### src/rtl/uart_pkg.sv
// uart_pkg: shared UART types and defaults
package uart_pkg;
  typedef enum logic [1:0] {PAR_NONE, PAR_ODD, PAR_EVEN} parity_e;
  typedef enum logic [2:0] {IDLE, START, DATA, PAR, STOP} tx_state_e;
  localparam int DEFAULT_CLKS_PER_BIT = 2604;
endpackage

### src/rtl/sync_fifo.sv
// sync_fifo: single-clock FIFO with wrap-bit pointers and occupancy count
module sync_fifo #(
  parameter int WIDTH = 8,
  parameter int DEPTH = 16
) (
  input  logic                       clk,
  input  logic                       reset,
  input  logic                       push,
  input  logic                       pop,
  input  logic [WIDTH-1:0]           wdata,
  output logic [WIDTH-1:0]           rdata,
  output logic                       full,
  output logic                       empty,
  output logic [$clog2(DEPTH):0]     count
);
  localparam int AW = $clog2(DEPTH);
  logic [WIDTH-1:0] mem_q [DEPTH];
  logic [AW:0] wr_q, wr_d, rd_q, rd_d;
  logic do_push, do_pop;
  assign do_push = push && !full;
  assign do_pop = pop && !empty;
  assign count = wr_q - rd_q;
  assign full = count == (AW+1)'(DEPTH);
  assign empty = wr_q == rd_q;
  assign rdata = mem_q[rd_q[AW-1:0]];
  always_comb begin
    wr_d = do_push ? wr_q + 1'b1 : wr_q;
    rd_d = do_pop ? rd_q + 1'b1 : rd_q;
  end
  always_ff @(posedge clk) begin
    if (reset) begin
      wr_q <= '0;
      rd_q <= '0;
    end else begin
      wr_q <= wr_d;
      rd_q <= rd_d;
    end
  end
  always_ff @(posedge clk) begin
    if (do_push) mem_q[wr_q[AW-1:0]] <= wdata;
  end
endmodule

### src/rtl/uart_tx_stream.sv
// uart_tx_stream: buffered UART transmitter with configurable frame format
module uart_tx_stream
  import uart_pkg::*;
#(
  parameter int      CLKS_PER_BIT = DEFAULT_CLKS_PER_BIT,
  parameter int      DATA_BITS    = 8,
  parameter parity_e PARITY       = PAR_NONE,
  parameter int      STOP_BITS    = 1,
  parameter int      FIFO_DEPTH   = 16
) (
  input  logic                          clk,
  input  logic                          reset,
  input  logic                          in_valid,
  output logic                          in_ready,
  input  logic [DATA_BITS-1:0]          in_data,
  output logic                          tx,
  output logic                          busy,
  output logic [$clog2(FIFO_DEPTH):0]   fifo_count
);
  localparam int BW = $clog2(CLKS_PER_BIT);
  localparam int IW = $clog2(DATA_BITS);
  tx_state_e state_q, state_d;
  logic [BW-1:0] baud_cnt_q, baud_cnt_d;
  logic [IW-1:0] bit_idx_q, bit_idx_d;
  logic [DATA_BITS-1:0] sh_q, sh_d, rdata;
  logic stop_idx_q, stop_idx_d, par_q, par_d, tx_q, tx_d;
  logic pop, full, empty, tick, last_stop;
  sync_fifo #(.WIDTH(DATA_BITS), .DEPTH(FIFO_DEPTH)) u_fifo (
    .clk(clk), .reset(reset), .push(in_valid && !full), .pop(pop), .wdata(in_data),
    .rdata(rdata), .full(full), .empty(empty), .count(fifo_count)
  );
  assign in_ready = !full;
  assign busy = state_q != IDLE || !empty;
  assign tx = tx_q;
  assign tick = baud_cnt_q == BW'(CLKS_PER_BIT - 1);
  assign last_stop = tick && (STOP_BITS == 1 || stop_idx_q);
  always_comb begin
    state_d = state_q;
    bit_idx_d = bit_idx_q;
    stop_idx_d = stop_idx_q;
    sh_d = sh_q;
    par_d = par_q;
    pop = 1'b0;
    baud_cnt_d = (state_q == IDLE || tick) ? '0 : baud_cnt_q + 1'b1;
    // tx follows the state one cycle late so the line is glitch-free from a flop
    tx_d = state_q == START ? 1'b0 :
           state_q == DATA  ? sh_q[0] :
           state_q == PAR   ? (PARITY == PAR_EVEN ? par_q : ~par_q) : 1'b1;
    case (state_q)
      IDLE: if (!empty) begin
        pop = 1'b1;
        sh_d = rdata;
        par_d = ^rdata;
        state_d = START;
      end
      START: if (tick) begin
        state_d = DATA;
        bit_idx_d = '0;
      end
      DATA: if (tick) begin
        sh_d = sh_q >> 1;
        bit_idx_d = bit_idx_q + 1'b1;
        stop_idx_d = 1'b0;
        if (bit_idx_q == IW'(DATA_BITS - 1)) state_d = PARITY == PAR_NONE ? STOP : PAR;
      end
      PAR: if (tick) begin
        state_d = STOP;
        stop_idx_d = 1'b0;
      end
      STOP: if (tick) begin
        stop_idx_d = 1'b1;
        if (last_stop) begin
          // chain straight into the next start bit when data is waiting
          pop = !empty;
          sh_d = empty ? sh_q : rdata;
          par_d = empty ? par_q : ^rdata;
          state_d = empty ? IDLE : START;
        end
      end
      default: state_d = IDLE;
    endcase
  end
  always_ff @(posedge clk) begin
    if (reset) begin
      state_q <= IDLE;
      baud_cnt_q <= '0;
      bit_idx_q <= '0;
      stop_idx_q <= 1'b0;
      sh_q <= '0;
      par_q <= 1'b0;
      tx_q <= 1'b1;
    end else begin
      state_q <= state_d;
      baud_cnt_q <= baud_cnt_d;
      bit_idx_q <= bit_idx_d;
      stop_idx_q <= stop_idx_d;
      sh_q <= sh_d;
      par_q <= par_d;
      tx_q <= tx_d;
    end
  end
endmodule

### config.mk
export PLATFORM = sky130hd
export DESIGN_NAME = uart_tx_stream
export DESIGN_NICKNAME = d
export VERILOG_FILES = /design/src/rtl/uart_pkg.sv /design/src/rtl/sync_fifo.sv /design/src/rtl/uart_tx_stream.sv
export SDC_FILE = /design/constraint.sdc
export NUM_CORES = 1
export LEC_CHECK = 0
export ABC_CLOCK_PERIOD_IN_PS = 3800
export CORE_UTILIZATION = 61
export CTS_CLUSTER_DIAMETER = 80
export DETAILED_ROUTE_END_ITERATION = 10
export GPL_ROUTABILITY_DRIVEN = 0
export GPL_TIMING_DRIVEN = 0
export PLACE_DENSITY = 0.87
export SKIP_CTS_REPAIR_TIMING = 1
export SLEW_MARGIN = 10
export SYNTH_ARGS = -nofsm -noshare
export SYNTH_HDL_FRONTEND = slang
export SYNTH_SLANG_ARGS = --single-unit
### constraint.sdc
create_clock -name clk -period 3.8 [get_ports clk]
set_clock_uncertainty 0.2 [all_clocks]
set_input_delay 0.57 -clock clk [delete_from_list [all_inputs] [get_ports clk]]
set_output_delay 0.57 -clock clk [all_outputs]
set_load 0.02 [all_outputs]
==> results of run 1 <==
==> area by class of cell <==
cell class / count / area share
Clock buffer: 18 / 0.05262
Buffer: 21 / 0.01549
Tap cell: 140 / 0.02148
Multi-Input combinational cell: 255 / 0.2767
Sequential cell: 170 / 0.5743
Clock inverter: 14 / 0.02439
Timing Repair Buffer: 21 / 0.02945
Inverter: 12 / 0.005522
==> worst min path at each step <==
stage	end	slack, ps
3_3_place_gp	baud_cnt_q[0]	220
5_1_grt	baud_cnt_q[0]	270
6_report	baud_cnt_q[0]	250
4_1_cts	baud_cnt_q[0]	250
2_1_floorplan	baud_cnt_q[0]	210
3_5_place_dp	baud_cnt_q[0]	240
==> worst max-delay path, delay by kind of cell (launching register included) <==
family / cells / cell delay, ps
AND/OR/NAND/NOR: 4 / 1300
adder cells (fa/ha/maj): 2 / 630
AO/OA/AOI/OAI: 3 / 520
flip-flops: 1 / 420
buffers and inverters: 2 / 370
==> routing by layer <==
| layer | track usage | vias to the layer above |
|---|---|---|
| met5 | 0 | - |
| met4 | 0.1324 | 0 |
| met3 | 0.08607 | 52 |
| met2 | 0.4681 | 264 |
| met1 | 0.3541 | 2094 |
| li1 | - | 1838 |
==> cell families (layout without fill, tap and decap cells) <==
| family | count (synthesis) | count (layout) |
|---|---|---|
| fa+ha+maj | 13 | 13 |
| simple gates | 123 | 123 |
| compound gates | 51 | 51 |
| mux | 42 | 42 |
| xor+xnor | 26 | 26 |
| flops | 170 | 170 |
| buf+inv | 33 | 86 |
==> per-stage QoR <==
step	cells	power, mW	util	hold WS, ps
4_1_cts	648	5.477	0.7252	249.6
5_1_grt	651	5.738	0.7395	270.2
6_report	651	5.543	0.7395	246.4
3_5_place_dp	616	3.615	0.6682	239.0
3_3_place_gp	616	3.543	0.6682	222.4
2_1_floorplan	458	3.216	-	213.2
==> power groups by stage <==
stage	combinational (mW)	sequential [mW]	clock (mW)
2_1_floorplan	1.01	2.20	0
3_3_place_gp	1.33	2.21	0
3_5_place_dp	1.39	2.23	0
4_1_cts	1.44	2.19	1.84
5_1_grt	1.61	2.20	1.92
6_report	1.51	2.19	1.84
==> state kept, by name, indices dropped and copies added (netlist names), named ones only <==
register,cells
u_fifo.mem_q,128
baud_cnt_q,12
sh_q,8
u_fifo.rd_q,5
u_fifo.wr_q,5
bit_idx_q,3
state_q,3
par_q,1
tx,1
==> placed cells by master, fill, tap and decap left out, drive strengths merged <==
cell type / synthesis / routed
a2bb2oi: 1 / 1
mux4: 32 / 32
a21oi: 9 / 9
fa: 1 / 1
xor2: 10 / 10
o21ai: 8 / 8
dfxtp: 42 / 42
a211oi: 8 / 8
nor4b: 1 / 1
inv: 12 / 20
edfxtp: 128 / 128
nand2: 20 / 20
a22oi: 18 / 18
a221oi: 1 / 1
nor2b: 5 / 5
a31oi: 1 / 1
clkdlybuf4s50: 0 / 18
a211o: 1 / 1
a21o: 1 / 1
mux2i: 10 / 10
xnor2: 16 / 16
nand3: 7 / 7
a21boi: 1 / 1
nor2: 61 / 61
and3: 6 / 6
nor4bb: 1 / 1
clkinv: 0 / 1
o21bai: 1 / 1
nor3b: 2 / 2
nand2b: 3 / 3
clkbuf: 9 / 27
or3: 1 / 1
buf: 12 / 15
clkinvlp: 0 / 2
bufinv: 0 / 3
ha: 12 / 12
nand4: 4 / 4
and2: 3 / 3
nor3: 9 / 9
o2111ai: 1 / 1
==> synthesized netlist by cell type (5+ instances only) <==
cell type / number
a21oi_1: 8
xor2_1: 10
edfxtp_1: 128
nor3_1: 9
and3_1: 6
ha_1: 12
a22oi_1: 18
xnor2_1: 16
nand2_1: 20
a211oi_1: 8
nand3_1: 7
nor2b_1: 5
o21ai_0: 8
mux2i_1: 10
clkbuf_1: 9
mux4_1: 10
dfxtp_1: 42
inv_1: 12
mux4_2: 22
nor2_1: 61
==> impl_metrics.csv, run 1 <==
group,metric,value,unit
grt,antenna_found_initial,0,
die,die_x,109.2,um
timing,slew_violations,0,
synth,muxShareOfSynthArea,0.1223,
setup_path,worstPathRequired,3660,ps
setup_path,end_kind,"flop",
grt,grt_pass1_vias,4222,
routing,top_layer,"met4",
pwr,power_density,679.6,nW/um^2
synth,synthArstFlopShare,0,
setup_path,crit_path_start_kind,"flop",
clocking,clkTransAtPathRegs,70,ps
setup_path,cp_max_fo,8,
outcome,violations,"negative setup slack",
finish,fillers,635,
synth,synth_compound_area_frac,0.04958,
setup_path,cpPeakStageDelay,710,ps
routing,routed-wl-met2,8207,um
synth,yosys_warnings,0,
finish,synthToLayoutAreaGrowth,16.27,%
timing,period_needed,3806,ps
grt,grt_pass1_wl,23360,um
pwr,sw_frac_of_total,0.3047,
die,start_util,0.6360,
synth,synth_area_leaders,"edfxtp_1, dfxtp_1, mux4_2",
finish,seq_area,4684,sq um
synth,yosysTopAreaCellShare,0.5479,
timing,rsz0062_at_grt,"true",
timing,fin_ws,-6.252,ps
clocking,cts.sinks,170,
synth,ys_types,43,
placed_design,placed_area,7371,sq um
routing,first_pass_iters,7,
routing,wl_met1,5732,um
synth,netlist_instances,458,
setup_path,endpoint,"u_fifo.mem_q[6][1]",
job,maxCapViolations,0,
die,num_io_pins,19,
setup_path,rr_startpoint,"u_fifo.wr_q[0]",
synth,ys_ff_latch,170,
finish,n_antenna_cell,0,
synth,yosys.area_share.adder,0.02426,
timing,min_period_over_period,1.002,
routing,wl_met3,1227,um
routing,drt_wl_total,15710,um
grt,gr-total-overflow,0,
routing,via_per_inst,6.525,
placed_design,dp_hpwl,9302,um
finish,multiInputGateArea,2257,sq um
routing,ant_nets,0,
grt,grt_start_max_net_pins,18,
pwr,p_leak,2.698,nW
clocking,clock_path_buffers,2,
worst_hold_path,min_from,"baud_cnt_q[0]",
pwr,power_frac_clock,0.333,
die,dieArea,11930,sq um
synth,synthXorXnorAreaFrac,0.03246,
timing,relSlewSlack,0.4186,
setup_path,reg2reg_setup_slack,-6,ps
pwr,p_int,3.854,mW
synth,synth_top_flop_cell,"edfxtp_1",
pwr,vdd_drop_max,782.2,uV
clocking,cts_tree,"built",
routing,wl_per_cell,24.14,um
synth,yosysTopAreaCell,"edfxtp_1",
setup_path,startpoint,"u_fifo.wr_q[0]",
clocking,cts_root_buf,"clkbuf_16",
timing,setup_violations,5,
clocking,insertion_delay,440,ps
setup_path,crit_chain,"inv_1 -> ha_1 -> fa_1 -> nor2b_1 -> o21ai_0 -> a21o_1 -> o2111ai_1 -> and2_0 -> clkbuf_1 -> nand2_1 -> nor2_1",
placed_design,portBuffers,18,
setup_path,cp.arrival,3670,ps
timing,fmax,0.2627,GHz
finish,fin_area,8157,sq um
setup_path,crit_type,"flop to flop",
synth,yosysSeqAreaShare,0.6677,
routing,vias,4248,
synth,synth_nets,482,
clocking,htreeDepth,4,
die,die-height,109.2,um
die,coreArea,11030,sq um
grt,grt.total_usage,0.2870,
synth,synth_top_family_by_area,"multiplexers",
worst_hold_path,min_path_cells,1,
timing,final_hold_viol_count,0,
timing,setup_tns,-18.12,ps
pwr,p_seq_frac,0.396,
worst_hold_path,hold_class,"flop to flop",
pwr,p_sw,1.689,mW
placed_design,place_ws,-362.3,ps
clocking,cts_made_buffers,17,
timing,max_slew.worst_pin.slew,868.9,ps
synth,synth_edf_count,128,
die,rows,38,
pwr,pwr-share-comb,0.272,
setup_path,reg2reg_to,"u_fifo.mem_q[6][1]",
setup_path,r2r_cells,11,
routing,drt_iter0_drc,403,
synth,avgSynthCellArea,15.32,sq um
finish,layout.nets,522,
synth,synthesis.area,7015,sq um
finish,drive_gt1_frac,0.1546,
routing,drc,0,
setup_path,critical-path-slowest-cell,"nor2_1",
outcome,status,"finished, violations left",
synth,yosys.area_share.simple,0.07919,
(Power assumes the default switching activity.)
==> run 2: changes to the inputs <==
--- a/config.mk
+++ b/config.mk
@@ -6,9 +6,11 @@
 export NUM_CORES = 1
 export LEC_CHECK = 0
 export ABC_CLOCK_PERIOD_IN_PS = 3800
-export CORE_UTILIZATION = 61
+export CORE_ASPECT_RATIO = 1.75
+export CORE_UTILIZATION = 63
 export CTS_CLUSTER_DIAMETER = 80
 export DETAILED_ROUTE_END_ITERATION = 10
+export DONT_BUFFER_PORTS = 1
 export GPL_ROUTABILITY_DRIVEN = 0
 export GPL_TIMING_DRIVEN = 0
 export PLACE_DENSITY = 0.87
==> impl_metrics.csv, run 2 (synthesized netlist as in run 1, its figures left out) <==
group,metric,value,unit
routing,via_per_inst,6.332,
grt,grt_pass1_wl,21120,um
finish,most-common-layout-cells,"edfxtp_1, nor2_1, dfxtp_1, mux4_2, nand2_1",
grt,grt_start_max_net_pins,20,
finish,finalNonFillerCells,626,
pwr,p_total,5.281,mW
timing,period_needed,3693,ps
timing,min_period_over_period,0.9720,
die,die_x,81.77,um
pwr,p_leak,2.664,nW
timing,slew_violations,0,
timing,fmax,0.2707,GHz
clocking,clock_path_buffers,2,
die,coreArea,10760,sq um
setup_path,critPathTopFamily,"simple AND/OR/NAND/NOR gates",
die,die-height,141.6,um
setup_path,cpPeakStageDelay,530,ps
pwr,vdd_drop_max,532.2,uV
die,dieArea,11580,sq um
placed_design,place_ws,-583.9,ps
grt,grt_pass1_vias,4016,
setup_path,end_kind,"flop",
worst_hold_path,hold_class,"primary input to flop",
setup_path,critical-path-slowest-cell,"nor2_2",
routing,drt_iter0_drc,236,
grt,antenna_found_initial,0,
finish,synthToLayoutAreaGrowth,14.39,%
routing,drc,0,
setup_path,crit_chain,"inv_1 -> ha_1 -> fa_1 -> nor2b_1 -> o21ai_0 -> a21o_1 -> o2111ai_2 -> and2_0 -> clkbuf_1 -> nand2_1 -> nor2_2",
finish,n_antenna_cell,0,
timing,setup_violations,0,
routing,wl_per_cell,22.98,um
job,maxCapViolations,0,
routing,ant_nets,0,
die,num_io_pins,19,
clocking,clkTransAtPathRegs,70,ps
placed_design,portBuffers,0,
setup_path,crit_path_start_kind,"flop",
timing,fin_ws,106.5,ps
setup_path,crit_type,"flop to flop",
clocking,cts_made_buffers,17,
clocking,htreeDepth,4,
finish,layout.nets,507,
clocking,cts_tree,"built",
routing,first_pass_iters,4,
finish,final_common_cell,"edfxtp_1",
routing,drt_wl_total,14390,um
clocking,cts.sinks,170,
setup_path,cp_max_fo,8,
placed_design,dp_hpwl,9403,um
outcome,status,"finished, final reports clean",
clocking,cts_root_buf,"clkbuf_16",
setup_path,worstPathRequired,3660,ps
die,rows,50,
placed_design,dp_cells,588,
setup_path,cp.arrival,3560,ps
finish,drive_gt1_frac,0.1734,
finish,largest_reg_flops,128,
routing,vias,3964,
pwr,power_density,658.0,nW/um^2
timing,relSlewSlack,0.4369,
clocking,insertion_delay,430,ps
timing,final_hold_viol_count,0,
setup_path,path_buf_inv,2,
grt,grt.total_usage,0.2629,
die,start_util,0.6520,
finish,fillers,625,
grt,gr-total-overflow,0,
timing,max_slew.worst_pin.slew,841.6,ps
-- run 2: cell types whose count changed in the layout (fill, tap and decap cells not counted), sizes merged --
cell / previous run / this run
buf: 15 / 18
bufinv: 3 / 1
clkbuf: 27 / 26
clkdlybuf4s50: 18 / 0
clkinv: 1 / 4
clkinvlp: 2 / 1
inv: 20 / 21
-- run 2: final timing paths --
path	startpoint	end	slack [ps]	cells after the start
setup reg to reg	u_fifo.wr_q[0]	u_fifo.mem_q[10][6]	110	11
hold reg to reg	baud_cnt_q[0]	baud_cnt_q[0]	260	1
setup / recovery	u_fifo.wr_q[0]	u_fifo.mem_q[10][6]	110	11
hold / removal	in_data[2]	u_fifo.mem_q[13][2]	30	0
-- run 2: per-stage QoR --
step	setup TNS, ps	utilization	instance area, sq um	hold WS (ps)
6_report	0	0.7458	8025	33.73
5_1_grt	-188.6	0.7458	8025	11.89
4_1_cts	-28560	0.7242	7792	24.82
3_5_place_dp	-26260	0.6671	7178	244.6
3_3_place_gp	-14110	0.6671	7178	224.1
2_1_floorplan	0	-	7015	213.2
-- run 2: area by class of cell --
| cell class | count | area [sq um] | area share |
|---|---|---|---|
| Buffer | 21 | 126.4 | 0.01575 |
| Timing Repair Buffer | 6 | 120.1 | 0.01497 |
| Multi-Input combinational cell | 255 | 2272 | 0.2831 |
| Inverter | 12 | 45.04 | 0.005613 |
| Clock buffer | 17 | 425.4 | 0.05301 |
| Clock inverter | 15 | 188.9 | 0.02354 |
| Sequential cell | 170 | 4684 | 0.5837 |
| Tap cell | 130 | 162.7 | 0.02027 |
-- run 2: power breakdown --
part | internal [mW] | switching [mW] | leakage (nW)
Sequential | 2.12 | 0.0676 | 1.50
Clock | 0.952 | 0.805 | 0.298
Combinational | 0.576 | 0.760 | 0.867
-- run 2: routing by layer --
metal	global-route usage	share of wire	vias to the layer above
li1	-	-	1799
met1	0.2938	0.37	2014
met2	0.4732	0.57	131
met3	0.06238	0.048	20
met4	0.09418	0.021	0
met5	0	0	-
==> run 3: changes to the inputs <==
--- a/config.mk
+++ b/config.mk
@@ -5,7 +5,7 @@
 export SDC_FILE = /design/constraint.sdc
 export NUM_CORES = 1
 export LEC_CHECK = 0
-export ABC_CLOCK_PERIOD_IN_PS = 3800
+export ABC_CLOCK_PERIOD_IN_PS = 3890
 export CORE_ASPECT_RATIO = 1.75
 export CORE_UTILIZATION = 63
 export CTS_CLUSTER_DIAMETER = 80
@@ -15,7 +15,7 @@
 export GPL_TIMING_DRIVEN = 0
 export PLACE_DENSITY = 0.87
 export SKIP_CTS_REPAIR_TIMING = 1
-export SLEW_MARGIN = 10
+export SLEW_MARGIN = 0
 export SYNTH_ARGS = -nofsm -noshare
 export SYNTH_HDL_FRONTEND = slang
 export SYNTH_SLANG_ARGS = --single-unit
==> constraint.sdc (replaced) <==
create_clock -name clk -period 3.89 [get_ports clk]
set_clock_uncertainty 0.2 [all_clocks]
set_input_delay 0.5835 -clock clk [delete_from_list [all_inputs] [get_ports clk]]
set_output_delay 0.5835 -clock clk [all_outputs]
set_load 0.02 [all_outputs]
==> impl_metrics.csv, run 3 (synthesized netlist as in run 1, its figures left out) <==
group,metric,value,unit
routing,drt_iter0_drc,265,
clocking,clkTransAtPathRegs,70,ps
finish,n_antenna_cell,0,
die,num_io_pins,19,
timing,max_slew.worst_pin.slew,835.8,ps
timing,setup_violations,0,
routing,ant_nets,0,
timing,min_period_over_period,0.9964,
grt,grt_start_max_net_pins,20,
die,die-height,141.6,um
routing,first_pass_iters,4,
clocking,insertion_delay,420,ps
timing,final_hold_viol_count,0,
clocking,htreeDepth,4,
timing,fmax,0.2580,GHz
setup_path,crit_path_start_kind,"flop",
timing,setup_tns,0,ps
routing,via_per_inst,6.380,
pwr,power_density,646.8,nW/um^2
pwr,p_leak,2.639,nW
pwr,p_seq_frac,0.415,
timing,slew_violations,0,
setup_path,cp.arrival,3720,ps
job,maxCapViolations,0,
die,dieArea,11580,sq um
pwr,p_total,5.149,mW
clocking,cts_made_buffers,17,
grt,grt_pass1_vias,4016,
finish,drive_gt1_frac,0.1684,
outcome,status,"finished, final reports clean",
clocking,cts_root_buf,"clkbuf_16",
worst_hold_path,hold_class,"primary input to flop",
grt,grt.total_usage,0.2629,
die,die_x,81.77,um
pwr,power_frac_clock,0.333,
routing,drc,0,
finish,multiInputGateArea,2268,sq um
finish,fin_util,0.7399,
setup_path,crit_type,"flop to flop",
routing,drt_wl_total,14020,um
finish,layout.nets,504,
placed_design,dp_hpwl,9403,um
grt,antenna_found_initial,0,
placed_design,portBuffers,0,
finish,fillers,624,
timing,relSlewSlack,0.4407,
die,coreArea,10760,sq um
setup_path,cp_max_fo,8,
clocking,cts.sinks,170,
pwr,sw_frac_of_total,0.3083,
routing,wl_per_cell,22.50,um
setup_path,end_kind,"flop",
timing,period_needed,3876,ps
placed_design,dp_cells,588,
finish,finalNonFillerCells,623,
timing,rsz0062_at_grt,"true",
die,rows,50,
setup_path,worstPathRequired,3740,ps
routing,vias,3975,
timing,fin_ws,13.99,ps
placed_design,place_ws,-493.9,ps
finish,most-common-layout-cells,"edfxtp_1, nor2_1, dfxtp_1, mux4_2, nand2_1",
grt,gr-total-overflow,0,
pwr,pwr-share-comb,0.252,
pwr,p_int,3.562,mW
clocking,cts_tree,"built",
finish,final_common_cell,"edfxtp_1",
die,start_util,0.6520,
finish,synthToLayoutAreaGrowth,13.48,%
pwr,p_sw,1.588,mW
finish,seq_area,4684,sq um
finish,largest_reg_flops,128,
pwr,vdd_drop_max,520.8,uV
clocking,clock_path_buffers,2,
grt,grt_pass1_wl,21120,um
[run 3: cell count changes in the layout (fill, tap and decap cells not counted), sizes merged]
cell / delta
buf: -3
[run 3: final cells by class]
class,count,share of cell area
multi-input cells,255,0.2849
well taps,130,0.02043
plain buffers,21,0.01587
flip-flops and latches,170,0.5884
inverters,12,0.005658
clock inverters,15,0.02373
clock buffers,17,0.05343
repair buffers,3,0.007544
[run 3: power groups by stage]
stage                     sequential (mW)  clock (mW)  combinational (mW)
after global routing                 2.15        1.79                1.40
final                                2.14        1.71                1.30
after CTS                            2.14        1.72                1.23
after floorplan                      2.15           0               0.987
after global placement               2.17           0                1.17
after detailed placement             2.18           0                1.22
[run 3: stage by stage]
step           instance area (sq um)  hold WS, ps
5_1_grt                         7961        26.57
3_3_place_gp                    7178        224.1
6_report                        7961        50.95
2_1_floorplan                   7015        213.2
4_1_cts                         7792        38.32
3_5_place_dp                    7178        244.6
[run 3: layer usage]
layer | up-vias | part of all wire | global-route usage
li1 | 1798 | - | -
met1 | 2024 | 0.37 | 0.2938
met2 | 127 | 0.56 | 0.4732
met3 | 26 | 0.042 | 0.06238
met4 | 0 | 0.029 | 0.09418
met5 | - | 0 | 0
[run 3: worst paths after layout]
path | start | end | slack [ps] | depth (start not counted)
setup reg to reg | u_fifo.wr_q[0] | u_fifo.mem_q[7][1] | 10 | 9
setup / recovery | u_fifo.wr_q[0] | u_fifo.mem_q[7][1] | 10 | 9
hold reg to reg | baud_cnt_q[0] | baud_cnt_q[0] | 260 | 1
hold / removal | in_data[2] | u_fifo.mem_q[13][2] | 50 | 0
[run 3: worst max-delay path, stage by stage, from the launching register on]
cell and delay [ps]:
dfxtp_1 410, inv_1 110, ha_1 220, fa_1 430, nor2b_1 150, o21ai_0 120, a21o_1 210, o2111ai_1 350
nand3_1 490, nor2_1 790
